[src/rtl/axi_pkg.sv]
// Shared AXI definitions for the SRAM slave and the master-side bridge.
// Response codes, burst types and the one-hot slave FSM encoding.
package axi_pkg;

    localparam logic [1:0] RESP_OKAY   = 2'b00;
    localparam logic [1:0] RESP_SLVERR = 2'b10;

    localparam logic [1:0] BURST_FIXED = 2'b00;
    localparam logic [1:0] BURST_INCR  = 2'b01;

    typedef enum logic [5:0] {
        StIdle   = 6'b000001,
        StRdReq  = 6'b000010,
        StRdWait = 6'b000100,
        StRdResp = 6'b001000,
        StWrData = 6'b010000,
        StWrResp = 6'b100000
    } state_e;

endpackage

[src/rtl/axi_burst_addr.sv]
// Combinational next-beat address for AXI bursts.
// FIXED holds the address; every other burst type steps by the transfer size.
module axi_burst_addr
    import axi_pkg::*;
(
    input  logic [31:0] addr_i,
    input  logic [2:0]  size_i,
    input  logic [1:0]  burst_i,
    output logic [31:0] next_addr_o
);

    always_comb begin
        if (burst_i == BURST_FIXED) begin
            next_addr_o = addr_i;
        end else begin
            // Plain 32-bit add, so the address wraps at the top of the space.
            next_addr_o = addr_i + (32'd1 << size_i);
        end
    end

endmodule

[src/rtl/axi_sram_slave.sv]
// Single-ID AXI3 slave serving one transaction at a time from a one-cycle
// synchronous SRAM; INCR/FIXED bursts, IDs echoed on R and B.
module axi_sram_slave
    import axi_pkg::*;
#(
    parameter int unsigned MEM_AW = 14
) (
    input  logic              clk,
    input  logic              reset,

    input  logic [3:0]        arid,
    input  logic [31:0]       araddr,
    input  logic [7:0]        arlen,
    input  logic [2:0]        arsize,
    input  logic [1:0]        arburst,
    input  logic [1:0]        arlock,
    input  logic [3:0]        arcache,
    input  logic [2:0]        arprot,
    input  logic              arvalid,
    output logic              arready,

    output logic [3:0]        rid,
    output logic [31:0]       rdata,
    output logic [1:0]        rresp,
    output logic              rlast,
    output logic              rvalid,
    input  logic              rready,

    input  logic [3:0]        awid,
    input  logic [31:0]       awaddr,
    input  logic [7:0]        awlen,
    input  logic [2:0]        awsize,
    input  logic [1:0]        awburst,
    input  logic [1:0]        awlock,
    input  logic [3:0]        awcache,
    input  logic [2:0]        awprot,
    input  logic              awvalid,
    output logic              awready,

    input  logic [3:0]        wid,
    input  logic [31:0]       wdata,
    input  logic [3:0]        wstrb,
    input  logic              wlast,
    input  logic              wvalid,
    output logic              wready,

    output logic [3:0]        bid,
    output logic [1:0]        bresp,
    output logic              bvalid,
    input  logic              bready,

    output logic              ram_en,
    output logic [3:0]        ram_wen,
    output logic [MEM_AW-1:0] ram_addr,
    output logic [31:0]       ram_wdata,
    input  logic [31:0]       ram_rdata
);

    state_e      state_q, state_d;
    logic [31:0] addr_q, addr_d;
    logic [7:0]  len_q, len_d;
    logic [2:0]  size_q, size_d;
    logic [1:0]  burst_q, burst_d;
    logic [3:0]  id_q, id_d;
    logic [7:0]  count_q, count_d;
    logic        err_q, err_d;

    logic [31:0] rdata_q, rdata_d;
    logic [3:0]  rid_q, rid_d;
    logic [1:0]  rresp_q, rresp_d;
    logic        rlast_q, rlast_d;
    logic        rvalid_q, rvalid_d;
    logic [3:0]  bid_q, bid_d;
    logic [1:0]  bresp_q, bresp_d;
    logic        bvalid_q, bvalid_d;

    logic [31:0] next_addr;
    logic        last_beat;
    logic        err_next;

    logic unused_inputs;
    assign unused_inputs = ^{arlock, arcache, arprot, awlock, awcache, awprot, wid};

    axi_burst_addr u_burst_addr (
        .addr_i      (addr_q),
        .size_i      (size_q),
        .burst_i     (burst_q),
        .next_addr_o (next_addr)
    );

    assign last_beat = (count_q == len_q);

    always_comb begin
        state_d   = state_q;
        addr_d    = addr_q;
        len_d     = len_q;
        size_d    = size_q;
        burst_d   = burst_q;
        id_d      = id_q;
        count_d   = count_q;
        err_d     = err_q;
        rdata_d   = rdata_q;
        rid_d     = rid_q;
        rresp_d   = rresp_q;
        rlast_d   = rlast_q;
        rvalid_d  = rvalid_q;
        bid_d     = bid_q;
        bresp_d   = bresp_q;
        bvalid_d  = bvalid_q;
        err_next  = err_q;

        arready   = 1'b0;
        awready   = 1'b0;
        wready    = 1'b0;
        ram_en    = 1'b0;
        ram_wen   = 4'b0000;
        ram_wdata = 32'd0;
        ram_addr  = addr_q[MEM_AW+1:2];

        unique case (state_q)
            StIdle: begin
                awready = 1'b1;
                // Write has priority: the read is held off while awvalid is up.
                arready = ~awvalid;
                if (awvalid) begin
                    addr_d  = awaddr;
                    len_d   = awlen;
                    size_d  = awsize;
                    burst_d = awburst;
                    id_d    = awid;
                    count_d = 8'd0;
                    err_d   = 1'b0;
                    state_d = StWrData;
                end else if (arvalid) begin
                    addr_d  = araddr;
                    len_d   = arlen;
                    size_d  = arsize;
                    burst_d = arburst;
                    id_d    = arid;
                    count_d = 8'd0;
                    state_d = StRdReq;
                end
            end
            StRdReq: begin
                ram_en  = 1'b1;
                state_d = StRdWait;
            end
            StRdWait: begin
                rdata_d  = ram_rdata;
                rid_d    = id_q;
                rresp_d  = RESP_OKAY;
                rlast_d  = last_beat;
                rvalid_d = 1'b1;
                state_d  = StRdResp;
            end
            StRdResp: begin
                if (rready) begin
                    rvalid_d = 1'b0;
                    rlast_d  = 1'b0;
                    if (rlast_q) begin
                        state_d = StIdle;
                    end else begin
                        count_d = count_q + 8'd1;
                        addr_d  = next_addr;
                        state_d = StRdReq;
                    end
                end
            end
            StWrData: begin
                wready = 1'b1;
                if (wvalid) begin
                    ram_en    = 1'b1;
                    ram_wen   = wstrb;
                    ram_wdata = wdata;
                    // A misplaced wlast still writes the beat but poisons the response.
                    err_next  = err_q | (wlast != last_beat);
                    err_d     = err_next;
                    if (last_beat) begin
                        bvalid_d = 1'b1;
                        bid_d    = id_q;
                        bresp_d  = err_next ? RESP_SLVERR : RESP_OKAY;
                        state_d  = StWrResp;
                    end else begin
                        count_d = count_q + 8'd1;
                        addr_d  = next_addr;
                    end
                end
            end
            StWrResp: begin
                if (bready) begin
                    bvalid_d = 1'b0;
                    state_d  = StIdle;
                end
            end
            default: state_d = StIdle;
        endcase
    end

    always_ff @(posedge clk or posedge reset) begin
        if (reset) begin
            state_q  <= StIdle;
            addr_q   <= 32'd0;
            len_q    <= 8'd0;
            size_q   <= 3'd0;
            burst_q  <= BURST_FIXED;
            id_q     <= 4'd0;
            count_q  <= 8'd0;
            err_q    <= 1'b0;
            rdata_q  <= 32'd0;
            rid_q    <= 4'd0;
            rresp_q  <= RESP_OKAY;
            rlast_q  <= 1'b0;
            rvalid_q <= 1'b0;
            bid_q    <= 4'd0;
            bresp_q  <= RESP_OKAY;
            bvalid_q <= 1'b0;
        end else begin
            state_q  <= state_d;
            addr_q   <= addr_d;
            len_q    <= len_d;
            size_q   <= size_d;
            burst_q  <= burst_d;
            id_q     <= id_d;
            count_q  <= count_d;
            err_q    <= err_d;
            rdata_q  <= rdata_d;
            rid_q    <= rid_d;
            rresp_q  <= rresp_d;
            rlast_q  <= rlast_d;
            rvalid_q <= rvalid_d;
            bid_q    <= bid_d;
            bresp_q  <= bresp_d;
            bvalid_q <= bvalid_d;
        end
    end

    assign rdata  = rdata_q;
    assign rid    = rid_q;
    assign rresp  = rresp_q;
    assign rlast  = rlast_q;
    assign rvalid = rvalid_q;
    assign bid    = bid_q;
    assign bresp  = bresp_q;
    assign bvalid = bvalid_q;

endmodule

[config.mk]
export PLATFORM = sky130hd
export DESIGN_NAME = axi_sram_slave
export DESIGN_NICKNAME = d
export VERILOG_FILES = /design/src/rtl/axi_pkg.sv /design/src/rtl/axi_burst_addr.sv /design/src/rtl/axi_sram_slave.sv
export SDC_FILE = /design/constraint.sdc
export NUM_CORES = 1
export LEC_CHECK = 0
export ABC_AREA = 1
export BUFFER_PORTS_ARGS = -buffer_cell sky130_fd_sc_hd__buf_4
export CORE_UTILIZATION = 30
export CTS_BUF_LIST = sky130_fd_sc_hd__clkbuf_8
export DETAILED_ROUTE_END_ITERATION = 10
export GPL_TIMING_DRIVEN = 0
export PLACE_DENSITY_LB_ADDON = 0.12
export RECOVER_POWER = 50
export SETUP_SLACK_MARGIN = 0.4
export SLEW_MARGIN = 20
export SYNTH_ARGS = -nofsm -noshare
export SYNTH_HDL_FRONTEND = slang
export SYNTH_HIERARCHICAL = 1
export SYNTH_SLANG_ARGS = --single-unit
[constraint.sdc]
create_clock -name clk -period 4.6 [get_ports clk]
set_input_delay 0.23 -clock clk [delete_from_list [all_inputs] [get_ports clk]]
set_output_delay 0.23 -clock clk [all_outputs]
set_load 0.005 [all_outputs]
==> qor.txt <==
crit path DAT: 2.39 ns
core area: 19600 um^2
Yosys warning total: 6
Vias: 6280
CP Class: reg2out
Initial Utilization: 30.8%
Root Buffer: clkbuf_8
Max clock buf depth: 2
hold_sp: ram_rdata[23]
post-route insts no fill: 1436
largest net degree at the start of global routing: 48
max cap viols: 1
maximum VDD drop: 236 uV
CTS H-tree lvls: 3
fin crit share: 56.9%
status: finished with violations
Die Y-Extent: 144 um
Synth Instances: 911
Startpoint Class: flop
most used cell, CP: nor2_1
io pins: 297
Routed Antenna Nets: 0
routability cong.: 0.857
relative slew slack: -47.7%
RSZ-0062 raised after global routing: false
total power: 4220 uW
IO buf count: 237
drt drc: 0
drt first pass iters: 5
wire per inst: 13.1 um
crit path from: state_q[2]$_DFFE_PP0P_
TritonCTS clock tree: built
failing checks: capacitance limit, slew limit
first-pass GRT wire length: 30300 um
Routed Wire Length: 18800 um
reg2reg start: size_q[0]$_DFFE_PP0P_
HPWL Detailed: 14800 um
# resized after CTS: 0
Final TNS setup: 0 ns
Total Routing Usage GR: 18.9%
clock sinks: 92
initial DRC count: 380
Fmax: 382 MHz
hold_buf cts: 2
Lkg Pwr: 0.00466 uW
Slew @ Worst Pin: 2.20 ns
Antenna diodes: 0
Critical Path Max Stage Delay: 0.41 ns
Buf/Inv on CP: 3
Sw Share: 44.0%
worst clock skew: 0.0153 ns
CP Data Required Time: 4.37 ns
Int Pwr: 2360 uW
antenna violations before repair: 0
DR vias/cell: 4.37
Num CTS Buffers: 9
Final min period: 2.62 ns
number of global-route vias before repair: 5921
post-CTS setup buffers: 0
Final Cell Area: 8370 um^2
Crit Path Max Fanout: 10
Place WS: 2.29 ns
crit path capture type: primary output
fin nets: 1372
Seq pwr share: 34.0%
HP Class: in2reg
final worst setup slack: 1.98 ns
Cell Rows: 51
Post-Synthesis Cell Area: 6040 um^2
Final Setup Violations: 0
placed cells: 1416
share of power burned in the clock network: 14.0%
Clock Latency Late Sink: 0.39 ns
Top Family by Delay on Critical Path: simple AND/OR/NAND/NOR gates
combinational share of power: 52.0%
share of layout cells above drive strength 1: 25.5%
area grow syn2layout: 38.5%
gr ovfl total: 0
Fillers: 2151
Die Width: 144 um
Syn Area/Cell: 6.63 um^2
slowest cell on the critical path: dfrtp_1
net switching power: 1860 uW
Fin. Hold Viols: 0
Final Slew Violations: 46
critical-path cell list: nor2_1, nand3_2, nor2_1, inv_1, clkbuf_1, nor2_1, buf_4
die area: 20700 um^2
Worst-path clk slew: 0.11 ns
PwrDens: 504 nW/um^2
Cell Area, Placed: 8190 um^2
## stage by stage
stage / hold WS (ns) / util [%]
final: 0.0253 / 42.7
after global routing: 0.00333 / 42.7
after CTS: 0.000729 / 43.0
after detailed placement: 0.298 / 41.8
after global placement: 0.424 / 41.6
after floorplan: 0.340 / -
## cells in the final DEF, fill, tap and decap left out, types with 2 or more instances in the layout
master	n
nand2_1	360
buf_4	205
inv_1	110
dfrtp_1	91
nor2_1	84
clkbuf_1	43
o21ai_0	41
nand3_1	33
nand4_1	32
clkbuf_4	31
buf_2	19
o211ai_1	12
a21oi_1	11
ha_1	9
clkbuf_8	9
nor3_1	8
nand3_2	7
buf_1	6
xnor2_1	6
xor2_1	5
mux2i_1	5
nor2_4	4
nor2_2	4
nand2_2	4
dlygate4sd3_1	4
nand3b_1	4
inv_2	3
conb_1	3
o21ai_2	2
## worst paths after layout
path | end | depth (start not counted) | slack (ns)
min | rdata[23]$_DFFE_PP0P_ | 3 | 0.03
min in group asynchronous | rdata[26]$_DFFE_PP0P_ | 3 | 0.97
max in group asynchronous | addr_q[7]$_DFFE_PP0P_ | 3 | 2.60
max | ram_wdata[6] | 7 | 1.98
max reg2reg | addr_q[5]$_DFFE_PP0P_ | 13 | 2.28
min reg2reg | bid[0]$_DFFE_PP0P_ | 2 | 0.48
## power by group through the flow
stage / Combinational [uW] / Clock, uW / Sequential [uW]
2_1_floorplan: 1360 / 0 / 1400
3_3_place_gp: 2250 / 0 / 1450
3_5_place_dp: 2270 / 0 / 1450
4_1_cts: 2270 / 618 / 1440
5_1_grt: 2520 / 647 / 1500
6_report: 2190 / 592 / 1430
## flip-flops by register name, indices dropped and copies added, names as in the netlist
register and flops:
state_q 6, count_q 8, burst_q 2, bvalid 1, rvalid 1, rlast 1, rid 4, err_q 1
id_q 4, len_q 8, bid 4, rdata 32, addr_q 16, bresp 1, size_q 3
## metal layers
layer	part of all wire (%)	up-vias	GRT usage, %
li1	-	3296	-
met1	45	2795	25.1
met2	47	177	30.4
met3	7.6	12	5.56
met4	0.70	0	3.64
met5	0	-	0
## worst reg2reg max path, delay by kind of cell (launching register included)
kind | cells | cell delay (ns)
AND/OR/NAND/NOR | 9 | 1.03
flip-flops | 1 | 0.44
adder cells (fa/ha/maj) | 1 | 0.30
AO/OA/AOI/OAI | 1 | 0.22
XOR/XNOR | 1 | 0.17
buffers and inverters | 1 | 0.11
## cell type report
type	count	area, um^2	area share (%)
multi-input cells	639	2960	35.4
well taps	265	332	3.96
repair buffers	242	1780	21.3
clock buffers	9	124	1.48
plain buffers	68	350	4.19
clock inverters	7	86.3	1.03
flip-flops and latches	92	2300	27.5
inverters	114	429	5.13
Note: power is estimated with default switching activity, not from simulation.
